--- src/rtl/verifier_beta_seq_pkg.sv ---
// Shared field constants for the verifier datapath.
package verifier_beta_seq_pkg;

    localparam int unsigned F_NBITS = 16;
    localparam logic [F_NBITS-1:0] F_PRIME = 16'd65521;

endpackage

--- src/rtl/verifier_beta_seq.sv ---
// Sequencer that walks one beta element through all coordinates of z and w,
// optionally finishing with a scale multiply through the element's mul_beta path.
module verifier_beta_seq
    import verifier_beta_seq_pkg::*;
#(
    parameter int unsigned NVARS    = 8,
    parameter int unsigned CNT_BITS = $clog2(NVARS) + 1
) (
    input  logic                          clk,
    input  logic                          rstb,
    input  logic                          en,
    input  logic                          scale_en,
    input  logic [F_NBITS-1:0]            scale_in,
    input  logic [NVARS-1:0][F_NBITS-1:0] z_vals,
    input  logic [NVARS-1:0][F_NBITS-1:0] w_vals,
    output logic                          elem_en,
    output logic                          elem_restart,
    output logic                          elem_mul_beta,
    output logic [F_NBITS-1:0]            elem_w,
    output logic [F_NBITS-1:0]            elem_z,
    output logic [1:0][F_NBITS-1:0]       elem_mb_in,
    input  logic                          elem_ready,
    input  logic [F_NBITS-1:0]            elem_beta,
    output logic                          ready,
    output logic                          done_pulse,
    output logic [F_NBITS-1:0]            beta_out
);

    localparam int unsigned IDX_BITS = (NVARS > 1) ? $clog2(NVARS) : 1;
    localparam logic [CNT_BITS-1:0] LAST_I = CNT_BITS'(NVARS - 1);

    typedef enum logic [2:0] {
        StIdle,
        StIssue,
        StWait,
        StScIssue,
        StScWait
    } state_t;

    state_t                    state_q, state_d;
    logic [CNT_BITS-1:0]       i_q, i_d;
    logic                      scale_q, scale_d;
    logic                      en_dly;
    logic                      start;
    logic [F_NBITS-1:0]        beta_q, beta_d;
    logic                      done_q, done_d;
    logic [1:0][F_NBITS-1:0]   mb_q, mb_d;

    // en_dly resets high so an en held through reset is not seen as a rising edge.
    assign start = en & ~en_dly;
    assign ready = (state_q == StIdle) & ~start;

    always_comb begin
        state_d       = state_q;
        i_d           = i_q;
        scale_d       = scale_q;
        beta_d        = beta_q;
        done_d        = 1'b0;
        mb_d          = mb_q;
        elem_en       = 1'b0;
        elem_restart  = 1'b0;
        elem_mul_beta = 1'b0;
        unique case (state_q)
            StIdle: begin
                if (start) begin
                    state_d = StIssue;
                    i_d     = '0;
                    scale_d = scale_en;
                end
            end
            StIssue: begin
                elem_en      = 1'b1;
                elem_restart = (i_q == '0);
                state_d      = StWait;
            end
            StWait: begin
                if (elem_ready) begin
                    if (i_q < LAST_I) begin
                        i_d     = i_q + 1'b1;
                        state_d = StIssue;
                    end else if (scale_q) begin
                        // Capture operands so they stay put while the element recomputes beta.
                        mb_d    = {scale_in, elem_beta};
                        state_d = StScIssue;
                    end else begin
                        beta_d  = elem_beta;
                        done_d  = 1'b1;
                        state_d = StIdle;
                    end
                end
            end
            StScIssue: begin
                elem_en       = 1'b1;
                elem_mul_beta = 1'b1;
                state_d       = StScWait;
            end
            StScWait: begin
                if (elem_ready) begin
                    beta_d  = elem_beta;
                    done_d  = 1'b1;
                    state_d = StIdle;
                end
            end
            default: state_d = StIdle;
        endcase
    end

    always_ff @(posedge clk or negedge rstb) begin
        if (!rstb) begin
            state_q <= StIdle;
            i_q     <= '0;
            scale_q <= 1'b0;
            en_dly  <= 1'b1;
            beta_q  <= '0;
            done_q  <= 1'b0;
            mb_q    <= '0;
        end else begin
            state_q <= state_d;
            i_q     <= i_d;
            scale_q <= scale_d;
            en_dly  <= en;
            beta_q  <= beta_d;
            done_q  <= done_d;
            mb_q    <= mb_d;
        end
    end

    assign elem_w     = (state_q == StIdle) ? '0 : w_vals[i_q[IDX_BITS-1:0]];
    assign elem_z     = (state_q == StIdle) ? '0 : z_vals[i_q[IDX_BITS-1:0]];
    assign elem_mb_in = mb_q;
    assign done_pulse = done_q;
    assign beta_out   = beta_q;

endmodule
--- config.mk ---
export PLATFORM = sky130hd
export DESIGN_NAME = verifier_beta_seq
export DESIGN_NICKNAME = d
export VERILOG_FILES = /design/src/rtl/verifier_beta_seq_pkg.sv /design/src/rtl/verifier_beta_seq.sv
export SDC_FILE = /design/constraint.sdc
export NUM_CORES = 1
export LEC_CHECK = 0
export CAP_MARGIN = 5
export CORE_AREA = 2 2 147 149
export DETAILED_ROUTE_END_ITERATION = 12
export DIE_AREA = 0 0 149 151
export SYNTH_ARGS = -nofsm -noshare
export SYNTH_HDL_FRONTEND = slang
export SYNTH_SLANG_ARGS = --single-unit
export TNS_END_PERCENT = 30
--- constraint.sdc ---
create_clock -name clk -period 2.1 [get_ports clk]
set_clock_uncertainty 0.05 [all_clocks]
set_input_delay 0.525 -clock clk [delete_from_list [all_inputs] [get_ports clk]]
set_output_delay 0.525 -clock clk [all_outputs]
set_load 0.01 [all_outputs]
==> run_results.csv <==
group,metric,value,unit
status,outcome,"complete, but fails checks",
status,violations,"setup timing",
global_route,grt_pass1_vias,5557,
drt,drt_pre_antenna_iters,4,
critical_path,critPathMaxFanout,6,
drt,vias,4975,
drt,avgViaCountPerCell,4.85,
drt,drt_wl_total,24100,µm
critical_path,crit_type,"register to output pin",
synth,avgSynthCellArea,13.7,µm²
flow_run,drv_cap,0,
finish,drive_gt1_share,31.4,%
synth,ys_seq_elements,58,
global_route,grt_max_degree,33,
floorplanning,num_rows,53,
sta,worst_slack,-531,ps
cts,cts_buffers,9,
cts,cts_hold_buffers,0,
global_route,grtUsageTotal,21.0,%
sta,worst_pin_slew,354,ps
floorplanning,io_pins,378,
floorplanning,die-area,22500,µm²
power,ir_drop,645,µV
cts,cts_sinks,58,
min_path,hold_class,"input pin to async pin",
synth,synth_edf_count,0,
synth,synth.net_count,631,
finish,layout_commonest_cell,"clkdlybuf4s50_1",
finish,fin_nets,1039,
critical_path,critPathSlowestCell,"dfrtp_4",
sta,hold_viol,0,
synth,synth_top_area_share,31.4,%
power,power.leakage,3.74,nW
drt,drt_iter0_drc,184,
critical_path,worstPathArrival,2060,ps
floorplanning,die_h,151,µm
placed_design,placed_area,8860,µm²
sta,min_period,2630,ps
synth,ys_types,44,
synth,netlist_instances,336,
global_route,grt_pass1_wl,35300,µm
synth,syn_area,4590,µm²
floorplanning,design.core.area,20800,µm²
synth,yosysTopAreaCell,"mux4_2",
finish,num-fill-cells,1898,
synth,synth_flop_cell,"dfrtp_1",
critical_path,worstRegToRegCells,8,
sta,finalCritPeriodShare,125,%
drt,remaining_drc_errors,0,
synth,synthArstFlopShare,100,%
synth,ys_top_cells_by_area,"mux4_2 31%, dfrtp_1 31%, mux2_2 7.9%, a22o_1 6.1%, o211ai_1 3.9%",
placed_design,placedCellCount,989,
cts,cts_tree,"done",
synth,ys_warn_count,0,
critical_path,r2r_end,"elem_mb_in[20]",
global_route,grt_overflow,0,
sta,drv_slew,0,
placed_design,post-place-ws,-778,ps
finish,design_area,9450,µm²
placed_design,gp_congestion,0.981,
critical_path,critical_path.startpoint_type,"register",
critical_path,critical-path-max-stage-delay,540,ps
critical_path,critPathBufInv,4,
critical_path,end_kind,"output pin",
floorplanning,die_w,149,µm
cts,clkLatencyLatePin,320,ps
sta,setup_viol,57,
critical_path,cp_top_family,"buffers and inverters",
sta,rsz0062_at_grt,"true",
critical_path,rrSetupSlack,-30,ps
cts,path_clk_slew,50,ps
finish,stdcell_count,1025,
cts,cts_max_level,3,
placed_design,io_buffer_count,377,
sta,max_freq,380,MHz
cts,ctsLongestPathBuffers,2,
drt,wl_per_cell,23.5,µm
placed_design,dp_hpwl,20000,µm
finish,layout_common_cells,"340 x clkdlybuf4s50_1, 64 x mux4_2, 55 x dfrtp_1",
power,powerDensity,952,nW/µm²
cts,root_buffer,"clkbuf_16",
critical_path,path_cells,"buf_12, buf_12, buf_16, mux4_2, a22o_1, buf_2",
critical_path,path_common_cell,"buf_12",
critical_path,r2r-start,"i_q[0]",
sta,whs,19.5,ps
synth,yosysSeqAreaShare,31.7,%
finish,syn2layout_area_growth,106,%
critical_path,crit_required,1520,ps
global_route,antenna_found_initial,2,
floorplanning,initial_core_util,22.0,%
sta,relSlewSlack,76.4,%
drt,detail-route-antenna-nets,0,
-- kinds of logic (layout without fill, tap and decap cells) --
kind of cell	count (synthesis)	count (layout)	share of synthesized area, %
buffers and inverters	44	457	6.44
muxes	97	97	39.5
DFF	58	58	31.7
adders and majority gates	2	2	0.545
other	0	1	0
AOI/OAI and AO/OA	93	93	16.1
xor gates and xnor gates	2	2	0.382
and+or+nand+nor	40	40	5.32
-- flip-flops by register name (all words and copies together), names as in the netlist --
name	count
beta_out	16
scale_q	1
elem_mb_in	32
state_q	3
i_q	4
en_dly	1
done_pulse	1
-- how the worst max path moves through the flow --
stage,startpoint,endpoint,cells after the start
after floorplan,state_q[1],elem_w[0],6
after global placement,z_vals[4],elem_z[4],4
after detailed placement,z_vals[4],elem_z[4],4
after CTS,i_q[0],elem_w[2],5
after global routing,i_q[0],elem_w[5],6
final,i_q[0],elem_w[5],6
-- metrics by stage --
stage | utilization, % | setup TNS [ps] | total power, mW
after global routing | 45.4 | -18750 | 9.51
after detailed placement | 42.6 | -21080 | 7.16
after global placement | 42.6 | -20930 | 7.09
after CTS | 45.2 | -16690 | 9.04
final | 45.4 | -15660 | 8.99
after floorplan | - | 0 | 4.47
-- power breakdown --
part / internal [mW] / switching, mW / leakage [nW]
clock network: 1.02 / 0.496 / 0.152
registers: 1.32 / 0.182 / 0.708
logic: 3.49 / 2.49 / 2.88
-- timing repair --
action | in CTS | in global routing
pin swaps | 22 | 6
buffers inserted | 12 | 4
resized for setup | 164 | 14
setup endpoints to repair | 36 | 64
gates cloned | 5 | 0
-- per-layer routing --
metal | vias to the layer above | routed length (µm) | share of wire, % | track usage (%)
li1 | 2223 | - | - | -
met1 | 2484 | 9080 | 38 | 23.8
met2 | 240 | 12500 | 52 | 38.2
met3 | 28 | 2130 | 8.8 | 6.30
met4 | 0 | 434 | 1.8 | 5.76
met5 | - | 0 | 0 | 0
-- synthesized netlist by cell type (2+ instances only) --
cell type  count
ha_1           2
o211ai_1      24
nor2b_1        4
dfrtp_1       57
and2_1         3
buf_6         13
nor2_1         3
inv_1          3
o211ai_2       9
nand3_1       17
buf_2          7
mux2_2        32
buf_4          2
nand2b_1       2
a21oi_1        2
nor3_1         2
o21ai_0       16
a22o_1        32
clkbuf_1      18
mux4_2        64
-- cell type report --
| class | count | area (µm²) | share of cell area [%] |
|---|---|---|---|
| antenna | 1 | 2.50 | 0.0265 |
| clock buffer | 13 | 270 | 2.86 |
| clock inverter | 3 | 46.3 | 0.490 |
| inverter | 3 | 11.3 | 0.119 |
| multi-input combinational | 234 | 2900 | 30.7 |
| sequential | 58 | 1460 | 15.4 |
| tap | 275 | 344 | 3.64 |
| timing repair buffer | 438 | 4410 | 46.7 |
(Power assumes the default switching activity.)
